## config.mk

```make
export PLATFORM = sky130hd
export DESIGN_NAME = msw_game_core
export DESIGN_NICKNAME = d
export VERILOG_FILES = /design/src/rtl/msw_game_core.sv
export SDC_FILE = /design/constraint.sdc
export NUM_CORES = 2
export LEC_CHECK = 0
export BUFFER_PORTS_ARGS = -buffer_cell sky130_fd_sc_hd__buf_4
export CAP_MARGIN = 0
export CORE_MARGIN = 1.5
export CORE_UTILIZATION = 58
export DETAILED_ROUTE_END_ITERATION = 8
export PLACE_DENSITY = 0.8
export SETUP_SLACK_MARGIN = 0.15
export SLEW_MARGIN = 25
export SYNTH_ARGS = -nofsm -noshare
export SYNTH_HDL_FRONTEND = slang
export SYNTH_SLANG_ARGS = --single-unit
export TNS_END_PERCENT = 5
```

## constraint.sdc

```tcl
create_clock -name i_clk -period 14.7 [get_ports i_clk]
set_input_delay 2.205 -clock i_clk [delete_from_list [all_inputs] [get_ports i_clk]]
set_output_delay 2.205 -clock i_clk [all_outputs]
set_load 0.1 [all_outputs]
```

## src/rtl/msw_game_core.sv

```systemverilog
// msw_game_core: parametrised Minesweeper controller (bomb placement, cursor, reveal, flags, win/lose).
// Define MSW_FLOOD_EN to compile in the FLOOD state that auto-reveals around zero cells.
module msw_game_core #(
  parameter int          ROWS = 8,
  parameter int          COLS = 8,
  parameter int          BW   = 8,
  parameter logic [15:0] SEED = 16'hACE1
) (
  input  logic                   i_clk,
  input  logic                   i_rst,
  input  logic [BW-1:0]          i_bombs,
  input  logic                   i_str,
  input  logic                   i_move,
  input  logic                   i_select,
  input  logic                   i_mark,
  input  logic [1:0]             i_course,
  output logic [ROWS*COLS*4-1:0] o_board_out,
  output logic [3:0]             o_cur_row,
  output logic [3:0]             o_cur_col,
  output logic [BW-1:0]          o_flags_left,
  output logic [ROWS*COLS-1:0]   o_bomb_map,
  output logic                   o_win,
  output logic                   o_lose,
  output logic [2:0]             o_state_out
);

  localparam int N  = ROWS * COLS;
  localparam int IW = (N > 1) ? $clog2(N) : 1;
  localparam logic [4:0] ROWS_L = 5'(ROWS);
  localparam logic [4:0] COLS_L = 5'(COLS);

  localparam logic [2:0] S_IDLE  = 3'd0;
  localparam logic [2:0] S_PLACE = 3'd1;
  localparam logic [2:0] S_PLAY  = 3'd2;
`ifdef MSW_FLOOD_EN
  localparam logic [2:0] S_FLOOD = 3'd3;
`endif
  localparam logic [2:0] S_WIN   = 3'd4;
  localparam logic [2:0] S_LOSE  = 3'd5;

  localparam logic [3:0] C_HIDDEN = 4'd9;
  localparam logic [3:0] C_FLAG   = 4'd10;
  localparam logic [3:0] C_BOMB   = 4'd11;

  logic [2:0]    r_state;
  logic [15:0]   r_lfsr;
  logic [N-1:0]  r_bomb_map;
  logic [3:0]    r_cell [N];
  logic [3:0]    r_cur_row;
  logic [3:0]    r_cur_col;
  logic [BW-1:0] r_flags_left;
  logic [8:0]    r_target;
  logic [8:0]    r_placed;
  logic [8:0]    r_revealed;
  logic          r_prev_move;
  logic          r_prev_select;
  logic          r_prev_mark;
`ifdef MSW_FLOOD_EN
  logic [IW-1:0] r_scan_idx;
  logic          r_swept_change;
`endif

  logic          w_lfsr_fb;
  logic          w_move_edge;
  logic          w_sel_edge;
  logic          w_mark_edge;
  logic [IW-1:0] w_cur_idx;
  logic [3:0]    w_cur_cell;
  logic [IW-1:0] w_cand_idx;
  logic          w_cand_ok;
  logic [8:0]    w_target;
  logic [8:0]    w_goal;
  logic [3:0]    w_count [N];
  logic [ROWS+1:0][COLS+1:0] w_bpad;

  assign w_lfsr_fb   = r_lfsr[15] ^ r_lfsr[13] ^ r_lfsr[12] ^ r_lfsr[10];
  assign w_move_edge = i_move & ~r_prev_move;
  assign w_sel_edge  = i_select & ~r_prev_select;
  assign w_mark_edge = i_mark & ~r_prev_mark;
  assign w_cur_idx   = IW'(32'(r_cur_row) * COLS + 32'(r_cur_col));
  assign w_cur_cell  = r_cell[w_cur_idx];
  assign w_cand_idx  = IW'(32'(r_lfsr[3:0]) * COLS + 32'(r_lfsr[7:4]));
  assign w_cand_ok   = ({1'b0, r_lfsr[3:0]} < ROWS_L) && ({1'b0, r_lfsr[7:4]} < COLS_L) &&
                       !r_bomb_map[w_cand_idx];
  assign w_goal      = 9'(N) - r_target;

  always_comb begin
    if (i_bombs == '0)
      w_target = 9'd1;
    else if (32'(i_bombs) > 32'(N - 1))
      w_target = 9'(N - 1);
    else
      w_target = 9'(i_bombs);
  end

  // Zero-padded bomb map so every cell sees eight in-range neighbours.
  genvar gi;
  generate
    for (gi = 0; gi < (ROWS + 2) * (COLS + 2); gi++) begin : g_bpad
      localparam int PR = gi / (COLS + 2);
      localparam int PC = gi % (COLS + 2);
      if (PR == 0 || PR == ROWS + 1 || PC == 0 || PC == COLS + 1) begin : g_edge
        assign w_bpad[PR][PC] = 1'b0;
      end else begin : g_in
        assign w_bpad[PR][PC] = r_bomb_map[(PR - 1) * COLS + PC - 1];
      end
    end

    for (gi = 0; gi < N; gi++) begin : g_cell
      localparam int R = gi / COLS;
      localparam int C = gi % COLS;
      assign w_count[gi] = 4'(w_bpad[R][C])     + 4'(w_bpad[R][C+1])   + 4'(w_bpad[R][C+2]) +
                           4'(w_bpad[R+1][C])   + 4'(w_bpad[R+1][C+2]) +
                           4'(w_bpad[R+2][C])   + 4'(w_bpad[R+2][C+1]) + 4'(w_bpad[R+2][C+2]);
      assign o_board_out[gi*4 +: 4] = r_cell[gi];
    end
  endgenerate

`ifdef MSW_FLOOD_EN
  logic [ROWS+1:0][COLS+1:0] w_zpad;
  logic [N-1:0]              w_zero_adj;
  logic                      w_scan_hit;

  generate
    for (gi = 0; gi < (ROWS + 2) * (COLS + 2); gi++) begin : g_zpad
      localparam int PR = gi / (COLS + 2);
      localparam int PC = gi % (COLS + 2);
      if (PR == 0 || PR == ROWS + 1 || PC == 0 || PC == COLS + 1) begin : g_edge
        assign w_zpad[PR][PC] = 1'b0;
      end else begin : g_in
        assign w_zpad[PR][PC] = (r_cell[(PR - 1) * COLS + PC - 1] == 4'd0);
      end
    end

    for (gi = 0; gi < N; gi++) begin : g_zadj
      localparam int R = gi / COLS;
      localparam int C = gi % COLS;
      assign w_zero_adj[gi] = w_zpad[R][C]   | w_zpad[R][C+1]   | w_zpad[R][C+2] |
                              w_zpad[R+1][C] | w_zpad[R+1][C+2] |
                              w_zpad[R+2][C] | w_zpad[R+2][C+1] | w_zpad[R+2][C+2];
    end
  endgenerate

  assign w_scan_hit = (r_cell[r_scan_idx] == C_HIDDEN) && !r_bomb_map[r_scan_idx] &&
                      w_zero_adj[r_scan_idx];
`endif

  always_ff @(posedge i_clk or negedge i_rst) begin
    if (!i_rst) begin
      r_state       <= S_IDLE;
      r_lfsr        <= SEED;
      r_bomb_map    <= '0;
      for (int i = 0; i < N; i++) r_cell[i] <= C_HIDDEN;
      r_cur_row     <= '0;
      r_cur_col     <= '0;
      r_flags_left  <= '0;
      r_target      <= '0;
      r_placed      <= '0;
      r_revealed    <= '0;
      r_prev_move   <= 1'b0;
      r_prev_select <= 1'b0;
      r_prev_mark   <= 1'b0;
`ifdef MSW_FLOOD_EN
      r_scan_idx     <= '0;
      r_swept_change <= 1'b0;
`endif
    end else begin
      r_lfsr        <= {r_lfsr[14:0], w_lfsr_fb};
      r_prev_move   <= i_move;
      r_prev_select <= i_select;
      r_prev_mark   <= i_mark;
      case (r_state)
        S_IDLE, S_WIN, S_LOSE: begin
          if (i_str) begin
            r_state      <= S_PLACE;
            r_bomb_map   <= '0;
            for (int i = 0; i < N; i++) r_cell[i] <= C_HIDDEN;
            r_cur_row    <= '0;
            r_cur_col    <= '0;
            r_flags_left <= '0;
            r_placed     <= '0;
            r_revealed   <= '0;
            r_target     <= w_target;
          end
        end
        S_PLACE: begin
          if (w_cand_ok) begin
            r_bomb_map[w_cand_idx] <= 1'b1;
            r_placed               <= r_placed + 9'd1;
            if (r_placed + 9'd1 == r_target) begin
              r_state      <= S_PLAY;
              r_flags_left <= BW'(r_target);
            end
          end
        end
        S_PLAY: begin
          if (r_revealed == w_goal) begin
            r_state <= S_WIN;
          end else if (w_sel_edge) begin
            if (w_cur_cell == C_HIDDEN) begin
              if (r_bomb_map[w_cur_idx]) begin
                for (int i = 0; i < N; i++)
                  if (r_bomb_map[i]) r_cell[i] <= C_BOMB;
                r_state <= S_LOSE;
              end else begin
                r_cell[w_cur_idx] <= w_count[w_cur_idx];
                r_revealed        <= r_revealed + 9'd1;
`ifdef MSW_FLOOD_EN
                if (w_count[w_cur_idx] == 4'd0) begin
                  r_state        <= S_FLOOD;
                  r_scan_idx     <= '0;
                  r_swept_change <= 1'b0;
                end
`endif
              end
            end
          end else if (w_mark_edge) begin
            if (w_cur_cell == C_HIDDEN && r_flags_left != '0) begin
              r_cell[w_cur_idx] <= C_FLAG;
              r_flags_left      <= r_flags_left - 1'b1;
            end else if (w_cur_cell == C_FLAG) begin
              r_cell[w_cur_idx] <= C_HIDDEN;
              r_flags_left      <= r_flags_left + 1'b1;
            end
          end else if (w_move_edge) begin
            case (i_course)
              2'b00: if (r_cur_row != 4'd0) r_cur_row <= r_cur_row - 4'd1;
              2'b01: if ({1'b0, r_cur_row} != ROWS_L - 5'd1) r_cur_row <= r_cur_row + 4'd1;
              2'b10: if (r_cur_col != 4'd0) r_cur_col <= r_cur_col - 4'd1;
              default: if ({1'b0, r_cur_col} != COLS_L - 5'd1) r_cur_col <= r_cur_col + 4'd1;
            endcase
          end
        end
`ifdef MSW_FLOOD_EN
        // One cell per cycle; sweeps repeat until a full pass reveals nothing.
        S_FLOOD: begin
          if (w_scan_hit) begin
            r_cell[r_scan_idx] <= w_count[r_scan_idx];
            r_revealed         <= r_revealed + 9'd1;
          end
          if (r_scan_idx == IW'(N - 1)) begin
            if (r_swept_change || w_scan_hit) begin
              r_scan_idx     <= '0;
              r_swept_change <= 1'b0;
            end else begin
              r_state <= S_PLAY;
            end
          end else begin
            r_scan_idx     <= r_scan_idx + 1'b1;
            r_swept_change <= r_swept_change | w_scan_hit;
          end
        end
`endif
        default: r_state <= S_IDLE;
      endcase
    end
  end

  assign o_cur_row    = r_cur_row;
  assign o_cur_col    = r_cur_col;
  assign o_flags_left = r_flags_left;
  assign o_bomb_map   = r_bomb_map;
  assign o_win        = (r_state == S_WIN);
  assign o_lose       = (r_state == S_LOSE);
  assign o_state_out  = r_state;

endmodule

```

==> out/qor.txt <==
Critical Path Max Stage Delay = 0.87 ns
Maximum clock frequency = 147.9 MHz
Fillers = 4259
DP Area = 0.03459 mm²
Crit path DAT = 7.27 ns
GPL Wtd Cong = 1.049
I/O pin total = 357
Number of synthesized flops with an enable pin = 0
Slew headroom = 17.22%
Sequential share of the synthesized area = 30.97%
Final worst setup slack = 7.939 ns
Worst hold path type = reg2reg
WS Path Type = reg2reg
Number of I/O port buffers = 356
Avg Synthesized Cell Area = 9.721 µm²
Max H-tree Level = 2
Tcrit/Tclk final = 45.99%
First-pass GRT wire length = 204.5 mm
Status = completed
Placed Cells = 4136
Die area = 0.05584 mm²
Initial antenna violation count = 5
Final setup viols = 0
Vias in the first global route = 30503
Share of post-route cells with drive strength above 1 = 22.42%
Die Wd = 236.3 µm
Clock tree root driver cell = clkbuf_16
Drt wl/cell = 33.11 µm
Crit Reg-Reg Startpoint = o_cur_col[1]
1st-pass router iterations = 9
Layout Skew = 0.03496 ns
DR vias/cell = 7.441
Area of the multi-input gates = 0.01908 mm²
Slowest CP cell = buf_4
Top FF cell, synth = dfrtp_1
Register area = 0.009791 mm²
Fin crit period = 6.761 ns
Final hold violations = 0
Pwr Density = 166.6 mW/mm²
Slew Viols, Final = 0
Syn Nets = 3615
Initial Util = 58.67%
Number of synthesis warnings = 0
RSZ-0062 raised after global routing = false
CP Cell Sequence = buf_4 -> nand2_1 -> o2111ai_1 -> nand4_1 -> or4_4 -> and4_1 -> buf_4 -> nand2_1 -> inv_1 -> ha_1 -> a21o_1 -> a21oi_1 -> o21bai_1 -> a21oi_1 -> o21ai_0 -> or3_1 -> or3_1 -> and3_1 -> o221ai_1
Final wirelength = 139.8 mm
Worst slew pin tran = 1.238 ns
Commonest non-fill, non-tap cell in the layout = inv_1
Post-synth cell types = 91
Critical Path RT = 15.21 ns
Nature of the critical path endpoint = flip-flop
Worst setup SP type = flip-flop
Finished Cell Area = 0.03623 mm²
Drc violations = 0
DR vias = 31423
Clock sinks = 384
CTS tree = done
Grt ovf = 0
Setup Fix Bufs, Post-CTS = 0
CTS Buf Count = 44
CP Launch Point = o_cur_col[1]
TNS Setup = 0 ns
Synthesized flop and latch total = 384
Most frequent cells in the layout = inv_1, buf_4, nand2_1
Syn Inst Count = 3248
DRT iter0 DRCs = 4791
Post-DP HPWL = 95.90 mm
Reg2reg end = o_flags_left[7]
Post-layout util = 67.33%
Hold path startpoint = r_lfsr[8]
Maxcap violations = 0
Routed Antenna Nets = 0
Reg2Reg Setup Slack = 7.94 ns
P&R area growth vs syn = 14.77%
Row count = 85
Hold buffers post-CTS = 0
Die Span Y = 236.3 µm
Post-Place Worst Slack = 8.201 ns
Clock slew at reported path FFs = 0.06 ns
Final hold slack = 0.3499 ns
Clock Tree Buf Depth = 3
Final nets = 3854
Leakage = 16.45 nW
Total power = 6.036 mW
Worst Hold Path Cells = 0
Post-CTS resize count = 0
Worst-Skew Late Latency = 0.63 ns
Post-Synthesis Cell Area = 0.03157 mm²
Core ar. = 0.05381 mm²
Ys async rst share = 100.0%
Final Non-Filler Cells = 4223
GRT Resource Usage Total = 49.35%
Peak VDD IR = 0.0003574 V
Largest net degree at the start of global routing = 84
Worst R2R Path Depth = 19
Hold-critical path endpoint = r_lfsr[9]
Crit-path max FO = 70
[sequential cells by signal (all words and copies together) (netlist names), 3 cells and up]
signal and cells:
o_state_out 3, r_placed 9, o_cur_row 4, o_board_out 256
r_revealed 9, o_bomb_map 64, r_lfsr 16, o_cur_col 4
r_target 8, o_flags_left 8
[how the worst max path moves through the flow]
stage / to / slack [ns] / cells past startpoint
global placement: o_flags_left[7] / 8.38 / 19
finish: o_flags_left[7] / 7.94 / 19
CTS: o_flags_left[7] / 8.19 / 19
global route: o_flags_left[7] / 7.75 / 19
detailed placement: o_flags_left[7] / 8.20 / 19
floorplan: o_win / 9.23 / 1
[critical path, delay by kind of cell (launching register included)]
kind | cells | cell delay, ns
buf+inv | 3 | 1.22
simple gates | 8 | 2.79
compound gates | 7 | 1.54
fa+ha+maj | 1 | 0.31
flops | 1 | 0.71
[cell families (layout without fill, tap and decap cells)]
family	after synthesis	after routing	synth area share, %
adder cells (fa/ha/maj)	351	351	18.64
AND/OR/NAND/NOR	688	688	10.87
flip-flops	384	384	30.97
buffers and inverters	680	955	8.893
other	0	4	0
AO/OA/AOI/OAI	915	915	21.15
multiplexers	156	156	7.423
XOR/XNOR	74	74	2.053
[metal layers]
| layer | part of all wire (%) | wire, µm | global-route usage (%) |
|---|---|---|---|
| met1 | 35 | 48660 | 63.06 |
| met2 | 42 | 59080 | 71.75 |
| met3 | 14 | 20190 | 15.28 |
| met5 | 0.016 | 23 | 0.2597 |
| met4 | 8.5 | 11880 | 33.82 |
[report_power, final]
| part | internal, mW | switching [mW] |
|---|---|---|
| combinational | 0.847 | 2.57 |
| clock | 0.727 | 0.507 |
| sequential | 1.19 | 0.193 |
[final cells by class]
cell class / instances / area share (%)
multi-input cells: 2184 / 52.66
flip-flops and latches: 384 / 27.02
repair buffers: 419 / 8.778
inverters: 454 / 4.703
clock buffers: 62 / 3.584
well taps: 696 / 2.403
clock inverters: 20 / 0.8287
diodes: 4 / 0.02762
[synth_stat cells (20+ instances only)]
cell / number / area, µm²
nor2_1: 90 / 337.8
nor3_1: 50 / 250.2
dfstp_2: 136 / 3573
o22ai_1: 46 / 287.8
a221oi_1: 26 / 227.7
or4_1: 25 / 187.7
a32o_1: 63 / 630.6
or3_1: 43 / 269.0
fa_1: 199 / 3984
o21ai_0: 76 / 380.4
mux2i_1: 44 / 440.4
nand4_1: 50 / 312.8
a21o_1: 26 / 195.2
o31a_1: 20 / 175.2
o2bb2ai_1: 67 / 586.8
a22oi_1: 60 / 450.4
inv_1: 453 / 1700
nand3_1: 58 / 290.3
xnor2_1: 46 / 402.9
nand2_1: 259 / 972.2
a31oi_1: 47 / 294.0
buf_2: 81 / 405.4
mux2_2: 55 / 619.3
ha_1: 152 / 1902
o31ai_1: 20 / 150.1
o211ai_1: 54 / 405.4
a32oi_1: 62 / 543.0
clkbuf_1: 109 / 409.1
dfrtp_1: 248 / 6206
a21oi_1: 192 / 960.9
xor2_1: 28 / 245.2
mux4_2: 57 / 1284
Note: power is estimated with default switching activity, not from simulation.
